==> config.mk <==
export PLATFORM = sky130hd
export DESIGN_NAME = sdram_frame_arbiter
export DESIGN_NICKNAME = d
export VERILOG_FILES = /design/src/rtl/sdram_arb_pkg.sv /design/src/rtl/sdram_refresh_timer.sv /design/src/rtl/sdram_frame_arbiter.sv
export SDC_FILE = /design/constraint.sdc
export NUM_CORES = 1
export LEC_CHECK = 0
export BUFFER_PORTS_ARGS = -buffer_cell sky130_fd_sc_hd__buf_4
export CORE_AREA = 10 10 100 102
export CTS_CLUSTER_DIAMETER = 30
export DETAILED_ROUTE_END_ITERATION = 10
export DIE_AREA = 0 0 110 112
export GPL_ROUTABILITY_DRIVEN = 0
export PLACE_DENSITY_LB_ADDON = 0.1
export SLEW_MARGIN = 40
export SYNTH_ARGS = -nofsm -noshare
export SYNTH_HDL_FRONTEND = slang
export SYNTH_SLANG_ARGS = --single-unit
export TNS_END_PERCENT = 5
==> constraint.sdc <==
create_clock -name CLK -period 2.39 [get_ports CLK]
set_clock_uncertainty 0.1 [all_clocks]
set_input_delay 0.239 -clock CLK [delete_from_list [all_inputs] [get_ports CLK]]
set_output_delay 0.239 -clock CLK [all_outputs]
set_load 0.03 [all_outputs]
==> src/rtl/sdram_arb_pkg.sv <==
// Shared definitions for the SDRAM frame arbiter: command encodings,
// arbiter state encodings and the frame-buffer select bit helper.
package sdram_arb_pkg;

    localparam logic [1:0] CMD_RD  = 2'd0;
    localparam logic [1:0] CMD_WR  = 2'd1;
    localparam logic [1:0] CMD_REF = 2'd2;

    typedef enum logic [1:0] {
        ST_IDLE  = 2'd0,
        ST_ISSUE = 2'd1,
        ST_BUSY  = 2'd2
    } arb_state_t;

    // Index of the address bit just above a frame: ceil(log2(frame_words)).
    function automatic int unsigned frame_sel_bit(input int unsigned frame_words);
        return $clog2(frame_words);
    endfunction

endpackage

==> src/rtl/sdram_refresh_timer.sv <==
// Auto-refresh request generator. A free-running counter raises ref_pending
// once per REF_PERIOD clocks; a refresh accept clears it. If the period
// expires while a refresh is still pending, ref_overrun latches until reset.
module sdram_refresh_timer #(
    parameter int unsigned REF_PERIOD = 780
) (
    input  logic CLK,
    input  logic RSTn,
    input  logic ref_clr,
    output logic ref_pending,
    output logic ref_overrun
);

    localparam int unsigned CNT_W = (REF_PERIOD > 1) ? $clog2(REF_PERIOD) : 1;

    logic [CNT_W-1:0] ref_cnt;
    logic             ref_wrap;

    assign ref_wrap = (ref_cnt == CNT_W'(REF_PERIOD - 1));

    // Period counter, 0 .. REF_PERIOD-1.
    always_ff @(posedge CLK or negedge RSTn) begin
        if (!RSTn) begin
            ref_cnt <= '0;
        end else if (ref_wrap) begin
            ref_cnt <= '0;
        end else begin
            ref_cnt <= ref_cnt + 1'b1;
        end
    end

    // Pending flag: a new period wins over a same-cycle clear so no request is lost.
    always_ff @(posedge CLK or negedge RSTn) begin
        if (!RSTn) begin
            ref_pending <= 1'b0;
        end else if (ref_wrap) begin
            ref_pending <= 1'b1;
        end else if (ref_clr) begin
            ref_pending <= 1'b0;
        end
    end

    // Sticky overrun: the previous refresh was never served within its period.
    always_ff @(posedge CLK or negedge RSTn) begin
        if (!RSTn) begin
            ref_overrun <= 1'b0;
        end else if (ref_wrap && ref_pending) begin
            ref_overrun <= 1'b1;
        end
    end

endmodule

==> src/rtl/sdram_frame_arbiter.sv <==
// Single-port SDRAM scheduler for camera write bursts, VGA read bursts and
// auto-refresh. One command in flight at a time; frame-linear burst addresses.
// Optional double buffering is enabled by defining SDRAM_ARB_PINGPONG_EN.
//
// state    | meaning
// ---------+--------------------------------------------------------
// ST_IDLE  | arbitrate: refresh > (write if read streak full) > read > write
// ST_ISSUE | cmd_valid high, type/address frozen until cmd_ready
// ST_BUSY  | burst running, busy flag up until cmd_done
module sdram_frame_arbiter
    import sdram_arb_pkg::*;
#(
    parameter int unsigned ADDR_W      = 22,
    parameter int unsigned BURST_LEN   = 256,
    parameter int unsigned FRAME_WORDS = 307200,
    parameter int unsigned REF_PERIOD  = 780,
    parameter int unsigned READ_MAX    = 4
) (
    input  logic              CLK,
    input  logic              RSTn,
    input  logic              wr_req,
    input  logic              rd_req,
    input  logic              wr_frame_start,
    input  logic              rd_frame_start,
    output logic              cmd_valid,
    output logic [1:0]        cmd_type,
    output logic [ADDR_W-1:0] cmd_addr,
    input  logic              cmd_ready,
    input  logic              cmd_done,
    output logic              wr_busy,
    output logic              rd_busy,
    output logic              ref_overrun
);

    localparam int unsigned PTR_W    = frame_sel_bit(FRAME_WORDS);
    localparam int unsigned STREAK_W = $clog2(READ_MAX + 1);

    arb_state_t          state;
    logic [PTR_W-1:0]    wr_addr;
    logic [PTR_W-1:0]    rd_addr;
    logic [PTR_W:0]      wr_sum;
    logic [PTR_W:0]      rd_sum;
    logic [PTR_W-1:0]    wr_nxt;
    logic [PTR_W-1:0]    rd_nxt;
    logic [STREAK_W-1:0] streak;
    logic                wr_buf;
    logic                rd_buf;
    logic [ADDR_W-1:0]   wr_word;
    logic [ADDR_W-1:0]   rd_word;
    logic                wr_busy_q;
    logic                rd_busy_q;
    logic                accept;
    logic                ref_pending;
    logic                ref_clr;
    logic                pick_valid;
    logic [1:0]          pick_type;
    logic [ADDR_W-1:0]   pick_addr;

    assign accept  = (state == ST_ISSUE) && cmd_valid && cmd_ready;
    assign ref_clr = accept && (cmd_type == CMD_REF);

    sdram_refresh_timer #(
        .REF_PERIOD (REF_PERIOD)
    ) u_ref_timer (
        .CLK         (CLK),
        .RSTn        (RSTn),
        .ref_clr     (ref_clr),
        .ref_pending (ref_pending),
        .ref_overrun (ref_overrun)
    );

    // Pointer advance with wrap at the end of the frame.
    assign wr_sum = {1'b0, wr_addr} + (PTR_W + 1)'(BURST_LEN);
    assign rd_sum = {1'b0, rd_addr} + (PTR_W + 1)'(BURST_LEN);
    assign wr_nxt = (wr_sum >= (PTR_W + 1)'(FRAME_WORDS)) ? '0 : wr_sum[PTR_W-1:0];
    assign rd_nxt = (rd_sum >= (PTR_W + 1)'(FRAME_WORDS)) ? '0 : rd_sum[PTR_W-1:0];

    // Write pointer: frame start overrides a same-cycle post-accept step.
    always_ff @(posedge CLK or negedge RSTn) begin
        if (!RSTn) begin
            wr_addr <= '0;
        end else if (wr_frame_start) begin
            wr_addr <= '0;
        end else if (accept && (cmd_type == CMD_WR)) begin
            wr_addr <= wr_nxt;
        end
    end

    // Read pointer: frame start overrides a same-cycle post-accept step.
    always_ff @(posedge CLK or negedge RSTn) begin
        if (!RSTn) begin
            rd_addr <= '0;
        end else if (rd_frame_start) begin
            rd_addr <= '0;
        end else if (accept && (cmd_type == CMD_RD)) begin
            rd_addr <= rd_nxt;
        end
    end

`ifdef SDRAM_ARB_PINGPONG_EN
    // Buffer select: writer flips buffers per camera frame; reader takes the other one.
    always_ff @(posedge CLK or negedge RSTn) begin
        if (!RSTn) begin
            wr_buf <= 1'b0;
            rd_buf <= 1'b0;
        end else begin
            if (wr_frame_start) begin
                wr_buf <= ~wr_buf;
            end
            if (rd_frame_start) begin
                rd_buf <= wr_frame_start ? wr_buf : ~wr_buf;
            end
        end
    end
`else
    assign wr_buf = 1'b0;
    assign rd_buf = 1'b0;
`endif

    assign wr_word = ADDR_W'({wr_buf, wr_addr});
    assign rd_word = ADDR_W'({rd_buf, rd_addr});

    // Arbitration decision taken in IDLE.
    always_comb begin
        pick_valid = 1'b1;
        pick_type  = CMD_RD;
        pick_addr  = '0;
        if (ref_pending) begin
            pick_type = CMD_REF;
        end else if (wr_req && (streak >= STREAK_W'(READ_MAX))) begin
            pick_type = CMD_WR;
            pick_addr = wr_word;
        end else if (rd_req) begin
            pick_type = CMD_RD;
            pick_addr = rd_word;
        end else if (wr_req) begin
            pick_type = CMD_WR;
            pick_addr = wr_word;
        end else begin
            pick_valid = 1'b0;
        end
    end

    // Command sequencer with registered command and busy outputs.
    always_ff @(posedge CLK or negedge RSTn) begin
        if (!RSTn) begin
            state     <= ST_IDLE;
            cmd_valid <= 1'b0;
            cmd_type  <= CMD_RD;
            cmd_addr  <= '0;
            wr_busy_q <= 1'b0;
            rd_busy_q <= 1'b0;
            streak    <= '0;
        end else begin
            case (state)
                ST_IDLE: begin
                    if (pick_valid) begin
                        cmd_type  <= pick_type;
                        cmd_addr  <= pick_addr;
                        cmd_valid <= 1'b1;
                        state     <= ST_ISSUE;
                    end
                end
                ST_ISSUE: begin
                    if (accept) begin
                        cmd_valid <= 1'b0;
                        rd_busy_q <= (cmd_type == CMD_RD);
                        wr_busy_q <= (cmd_type == CMD_WR);
                        state     <= ST_BUSY;
                        if (cmd_type == CMD_RD) begin
                            if (streak != STREAK_W'(READ_MAX)) begin
                                streak <= streak + 1'b1;
                            end
                        end else if (cmd_type == CMD_WR) begin
                            streak <= '0;
                        end
                    end
                end
                ST_BUSY: begin
                    if (cmd_done) begin
                        wr_busy_q <= 1'b0;
                        rd_busy_q <= 1'b0;
                        state     <= ST_IDLE;
                    end
                end
                default: begin
                    state     <= ST_IDLE;
                    cmd_valid <= 1'b0;
                    wr_busy_q <= 1'b0;
                    rd_busy_q <= 1'b0;
                end
            endcase
        end
    end

    // Busy drops in the same cycle the controller reports completion.
    assign wr_busy = wr_busy_q && !cmd_done;
    assign rd_busy = rd_busy_q && !cmd_done;

endmodule

# [Word-level counts from Yosys, hierarchy flattened]
# Index checks and enable logic that the tools add are counted.
[word_totals] register_bits=82 latch_bits=0 ram_bits=0 romBits=0 out_inout_bits=28 word_cells=88 mem_count=0
[op_classes] add_sub_neg=4 multipliers=0 n_div=0 n_lt_le_gt_ge=3 eq_ne=10 shifts=0 n_mux=36 bitwise_logic=2 reduce_logical=21
[ops] cell="$mux 19" count=10
[ops] cell="$add 19x9->20 const B" count=2
[ops] cell="$ge 20x19->1 const B" count=2
[ops] cell="$mux 1" count=14
[ops] cell="$add 10x1->10 const B" count=1
[ops] cell="$eq 10x10->1 const B" count=1
[ops] cell="$mux 10" count=1
[ops] cell="$logic_and 1x1->1" count=9
[ops] cell="$mux 3" count=3
[ops] cell="$pmux 1 s3" count=3
[ops] cell="$reduce_and 3->1" count=3
[ops] cell="$mux 2" count=4
[ops] cell="$reduce_bool 2->1" count=4
[ops] cell="$ne 2x2->1 const B" count=3
[ops] cell="$pmux 2 s3" count=1
[ops] cell="$eq 2x1->1 const B" count=2
[ops] cell="$eq 2x2->1 const B" count=2
[ops] cell="$logic_not 2->1" count=2
[ops] cell="$reduce_and 4->1" count=1
[ops] cell="$add 3x1->3 const B" count=1
[ops] cell="$ge 3x3->1 const B" count=1
[ops] cell="$ne 3x3->1 const B" count=1
[ops] cell="$ne 2x1->1 const B" count=1
[ops] cell="$not 1->1" count=2
[ops] cell="other kinds (2)" count=2

# [Longest topological paths before layout]
[logic_depth] ltp_word=6 ltp_mapped=8 mapped_depth_nobuf=7

# [Cells and area by module]
# A second synthesis with hierarchy kept.
[hier_totals] hier_cells=377 area_unflattened_um2=3439.5
[modules_own_cells] module="sdram_frame_arbiter" n_inst=1 cells_each=329 area_per_inst_um2=2900.3
[modules_own_cells] module="sdram_refresh_timer" n_inst=1 cells_each=48 area_per_inst_um2=539.3

# [Worst setup path before layout]
# OpenSTA, ideal clock, no wires.
[synth_timing] path_type="reg-to-reg" startpoint="register cmd_valid" endpoint="register rd_addr[8]" arrival_ns=2.162 path_slack_ns=0.062 stages_incl_launch_ff=7 n_path_buf=0 period_less_slack_ns=2.328 path_cell_list="dfrtp_1 nand4b_4 or3_1 a311o_1 a2111oi_4 or2_1 mux2_2"
[synth_via] elab_chain_cells=4
[synth_rtl] element="from (decl)" line_no="sdram_frame_arbiter.sv:25" source="output logic cmd_valid,"
[synth_rtl] element="from (signal assigned)" line_no="sdram_frame_arbiter.sv:148" source="cmd_valid <= 1'b0;"
[synth_rtl] element="from (signal assigned)" line_no="sdram_frame_arbiter.sv:160" source="cmd_valid <= 1'b1;"
[synth_rtl] element="from (signal assigned)" line_no="sdram_frame_arbiter.sv:166" source="cmd_valid <= 1'b0;"
[synth_rtl] element="$logic_and 1x1->1 (2 in a row)" line_no="sdram_frame_arbiter.sv:59" source="assign accept = (state == ST_ISSUE) && cmd_valid && cmd_ready;"
[synth_rtl] element="$logic_and 1x1->1" line_no="sdram_frame_arbiter.sv:95" source="end else if (accept && (cmd_type == CMD_RD)) begin"
[synth_rtl] element="$reduce_bool 2->1 (no source line)"
[synth_rtl] element="to (signal assigned)" line_no="sdram_frame_arbiter.sv:96" source="rd_addr <= rd_nxt;"
[synth_rtl] element="to (decl)" line_no="sdram_frame_arbiter.sv:40" source="logic [PTR_W-1:0] rd_addr;"
# Every way passes these cells.
# A chain may end at the register's enable or synchronous reset.

# [Final worst setup path]
[layout_timing] startpoint="register wr_addr[8]" endpoint="register wr_addr[14]"
[layout_via] elab_chain_cells=5
[layout_rtl] element="from (decl)" line_no="sdram_frame_arbiter.sv:39" source="logic [PTR_W-1:0] wr_addr;"
[layout_rtl] element="from (signal assigned)" line_no="sdram_frame_arbiter.sv:85" source="wr_addr <= wr_nxt;"
[layout_rtl] element="$add 19x9->20 (*)" line_no="sdram_frame_arbiter.sv:73" source="assign wr_sum = {1'b0, wr_addr} + (PTR_W + 1)'(BURST_LEN);"
[layout_rtl] element="$ge 20x19->1" line_no="sdram_frame_arbiter.sv:75" source="assign wr_nxt = (wr_sum >= (PTR_W + 1)'(FRAME_WORDS)) ? '0 : wr_sum[PTR_W-1:0];"
[layout_rtl] element="$mux 19 (*)" line_no="sdram_frame_arbiter.sv:75"
[layout_rtl] element="$mux 19 (*)" line_no="sdram_frame_arbiter.sv:84" source="end else if (accept && (cmd_type == CMD_WR)) begin"
[layout_rtl] element="$mux 19 (*)" line_no="sdram_frame_arbiter.sv:82" source="end else if (wr_frame_start) begin"
# Every way passes the cells marked *; elsewhere a longest branch is shown, timed or not. The select of a mux whose other input is x is not followed.

==> flow_summary.toml <==
[outcome]
outcome = "finished, final reports clean"

[synthesis]
synth_fa_ha_area_frac = 0.0199
avgSynthCellArea_um2 = 8.97
yosysWarnings = 0
synth_area_mm2 = 0.00314
yosysSeqAreaShare = 0.447
synth_compound_area_frac = 0.185
synth_mux_area_frac = 0.0199
yosys.area_share.simple = 0.239
synth_enable_flop_cells = 0
syn-instance-count = 350
netlist-cell-type-count = 52
synth_flop_cell = "dfrtp_1"
synth_top_family_by_area = "simple AND/OR/NAND/NOR gates"
ys_async_sr_fraction = 1.00
ys_ff_latch = 56
synth_xor_area_frac = 0.0279

[grt]
grt_pass1_vias = 2657
grt_max_degree = 57
antenna_found_initial = 0
overflow = 0
grt_util_all_layers = 0.130
grt_pass1_wl_um = 13400

[pwr]
leakage_nw = 1.70
vdd_ir_drop_max_mv = 0.279
p_total_mw = 2.42
power_density_mw_per_mm2 = 647

[setup_path]
crit_arrival_ns = 2.37
worstSetupEndpointType = "flip-flop"
cp-start-kind = "flip-flop"
timing.critical_path.buf_inv = 0
slowest_delay_ns = 0.37
startpoint = "wr_addr[8]"
path_cells = "ha_1, nand4_1, or2_2, a211o_1, a21o_4, a31oi_1, o22ai_1"
crit_fanout = 11
crit_required_ns = 2.49
crit_type = "flip-flop to flip-flop"
cpMaxStageDelayCell = "dfrtp_1"
rr_startpoint = "wr_addr[8]"
path_delay_family = "compound AO/OA/AOI/OAI gates"

[route]
first_pass_iters = 4
vias = 2666
via_per_inst = 5.31
drc = 0
wirelength_um = 7740
ant_nets = 0
drt_iter0_markers = 117
post_drt_wl_per_cell_um = 15.4

[clock_tree]
clockBufferDepth = 2
clk_pin_slew_ns = 0.11
cts_max_level = 2
clock_latency_ns = 0.31
clock-sinks = 56
cts_tree = "done"
cts_buffers = 5
cts_root_buf = "clkbuf_8"

[timing]
grt_setup_unrepaired = "no"
slew_headroom = 0.518
fin_crit_ns = 2.27
setup_violations = 0
drv_slew = 0
worst_pin_slew_ns = 0.724
finalHoldWorstSlack_ns = 0.0436
tns_ns = 0
finalCritPeriodShare = 0.948
fmax_mhz = 441
hold_violations = 0

[layout]
fin_cells = 502
layout_common_cells = "63 x buf_4, 56 x dfrtp_1, 46 x nand2_1"
regArea_mm2 = 0.00140
fin_nets = 409
fill_cells = 801
drive_above_1_share = 0.214
mostFrequentLayoutCell = "buf_4"
area_growth_syn_to_layout_pct = 18.9
diodes = 0
multiInputGateArea_mm2 = 0.00158

[flow_run]
drv_cap = 0

[die]
die_h_um = 112
core_area_mm2 = 0.00805
io_pins = 36
initial_core_util = 0.390
core.rowCount = 33
die-area_mm2 = 0.0123
die_x_um = 110

[placed_design]
portBuffers = 32
placed_cells = 491
dp_hpwl_um = 5690

[min_path]
holdCritStartpoint = "cmd_done"
hold_path_class = "primary input to flip-flop"
-- worst register-to-register path, stage by stage, from the launching register on --
cell and delay [ns]:
dfrtp_1 0.37, ha_1 0.26, nand4_1 0.22, or2_2 0.37, a211o_1 0.29, a21o_4 0.27
a31oi_1 0.18, o22ai_1 0.10
-- sequential cells by signal (all words and copies together) (netlist names) --
signal                   flops
cmd_type                     2
rd_addr                     11
streak                       3
wr_addr                     11
u_ref_timer.ref_pending      1
rd_busy_q                    1
wr_busy_q                    1
state                        2
u_ref_timer.ref_overrun      1
cmd_valid                    1
cmd_addr                    12
u_ref_timer.ref_cnt         10
-- path summary, 6_finish.rpt --
kind / end / slack (ns) / cells after the start
worst min-delay path: state[1] / 0.04 / 2
worst max-delay path: wr_addr[14] / 0.12 / 7
min in group asynchronous: u_ref_timer.ref_cnt[5] / 0.40 / 2
worst min register to register: u_ref_timer.ref_overrun / 0.37 / 1
worst max register to register: wr_addr[14] / 0.12 / 7
max in group asynchronous: rd_addr[12] / 1.30 / 2
-- power breakdown --
group	internal (mW)	leakage, nW	switching [mW]	total [mW]
combinational	0.298	0.901	0.450	0.748
clock	0.211	0.0485	0.335	0.546
sequential	1.04	0.754	0.0792	1.12
-- logic make-up (layout without fill, tap and decap cells) --
family | Yosys count | in the layout
AO/OA/AOI/OAI | 87 | 87
XOR/XNOR | 10 | 10
adder cells (fa/ha/maj) | 5 | 5
buffers and inverters | 38 | 83
flip-flops | 56 | 56
multiplexers | 6 | 6
other | 1 | 3
AND/OR/NAND/NOR | 147 | 147
-- cell usage after synthesis (2+ instances only) --
master	instances	share of area
a21o_1	4	0.0096
a32o_1	3	0.0096
a22oi_1	13	0.031
buf_4	10	0.024
nand3_1	22	0.035
a21oi_1	11	0.018
xor2_1	7	0.020
nand4_1	5	0.010
nor4_1	5	0.010
dfrtp_1	56	0.45
and2_1	3	0.0060
nor3_1	5	0.0080
or2_2	2	0.0040
nand2b_1	6	0.012
xnor2_1	3	0.0084
nor2b_1	8	0.016
buf_2	7	0.011
a31oi_1	5	0.010
nor2_1	23	0.028
clkbuf_1	9	0.011
mux2_2	2	0.0072
buf_1	2	0.0024
inv_1	10	0.012
o21ai_0	26	0.041
or3b_2	2	0.0056
a22o_1	2	0.0056
mux2i_1	4	0.013
nand3b_1	2	0.0048
nand2_1	46	0.055
or4_1	2	0.0048
o31ai_1	3	0.0072
a21boi_0	4	0.0096
or3_1	4	0.0080
o21ai_1	2	0.0032
and3_1	6	0.012
o22ai_1	6	0.012
ha_1	5	0.020
-- routing by layer --
layer / vias up / routed length [µm] / GRT usage
met1: 1270 / 3820 / 0.182
met3: 6 / 429 / 0.0311
met5: - / 0 / 0
met4: 0 / 81 / 0.0347
met2: 55 / 3410 / 0.195
li1: 1335 / - / -
-- what timing repair did --
item,CTS,global route
resized for setup,0,6
endpoints found under the setup margin,0,9
endpoints found under the hold margin,57,0
hold buffers,2,0
buffers inserted,0,1
-- stage by stage --
step	cell area [µm²]	util	worst slack (ns)
final	3730	0.464	0.125
after global routing	3730	0.464	0.00682
after CTS	3700	0.460	0.0485
after detailed placement	3590	0.446	0.0785
after global placement	3590	0.446	0.114
after floorplan	3150	-	0.0619
-- final cells by class --
cell class                 count  share of cell area
multi-input combinational    258               0.423
sequential                    56               0.375
timing repair buffer          65               0.132
tap                          105              0.0352
clock buffer                   5              0.0184
inverter                      10              0.0101
clock inverter                 3             0.00603
Note: power is estimated with default switching activity, not from simulation.
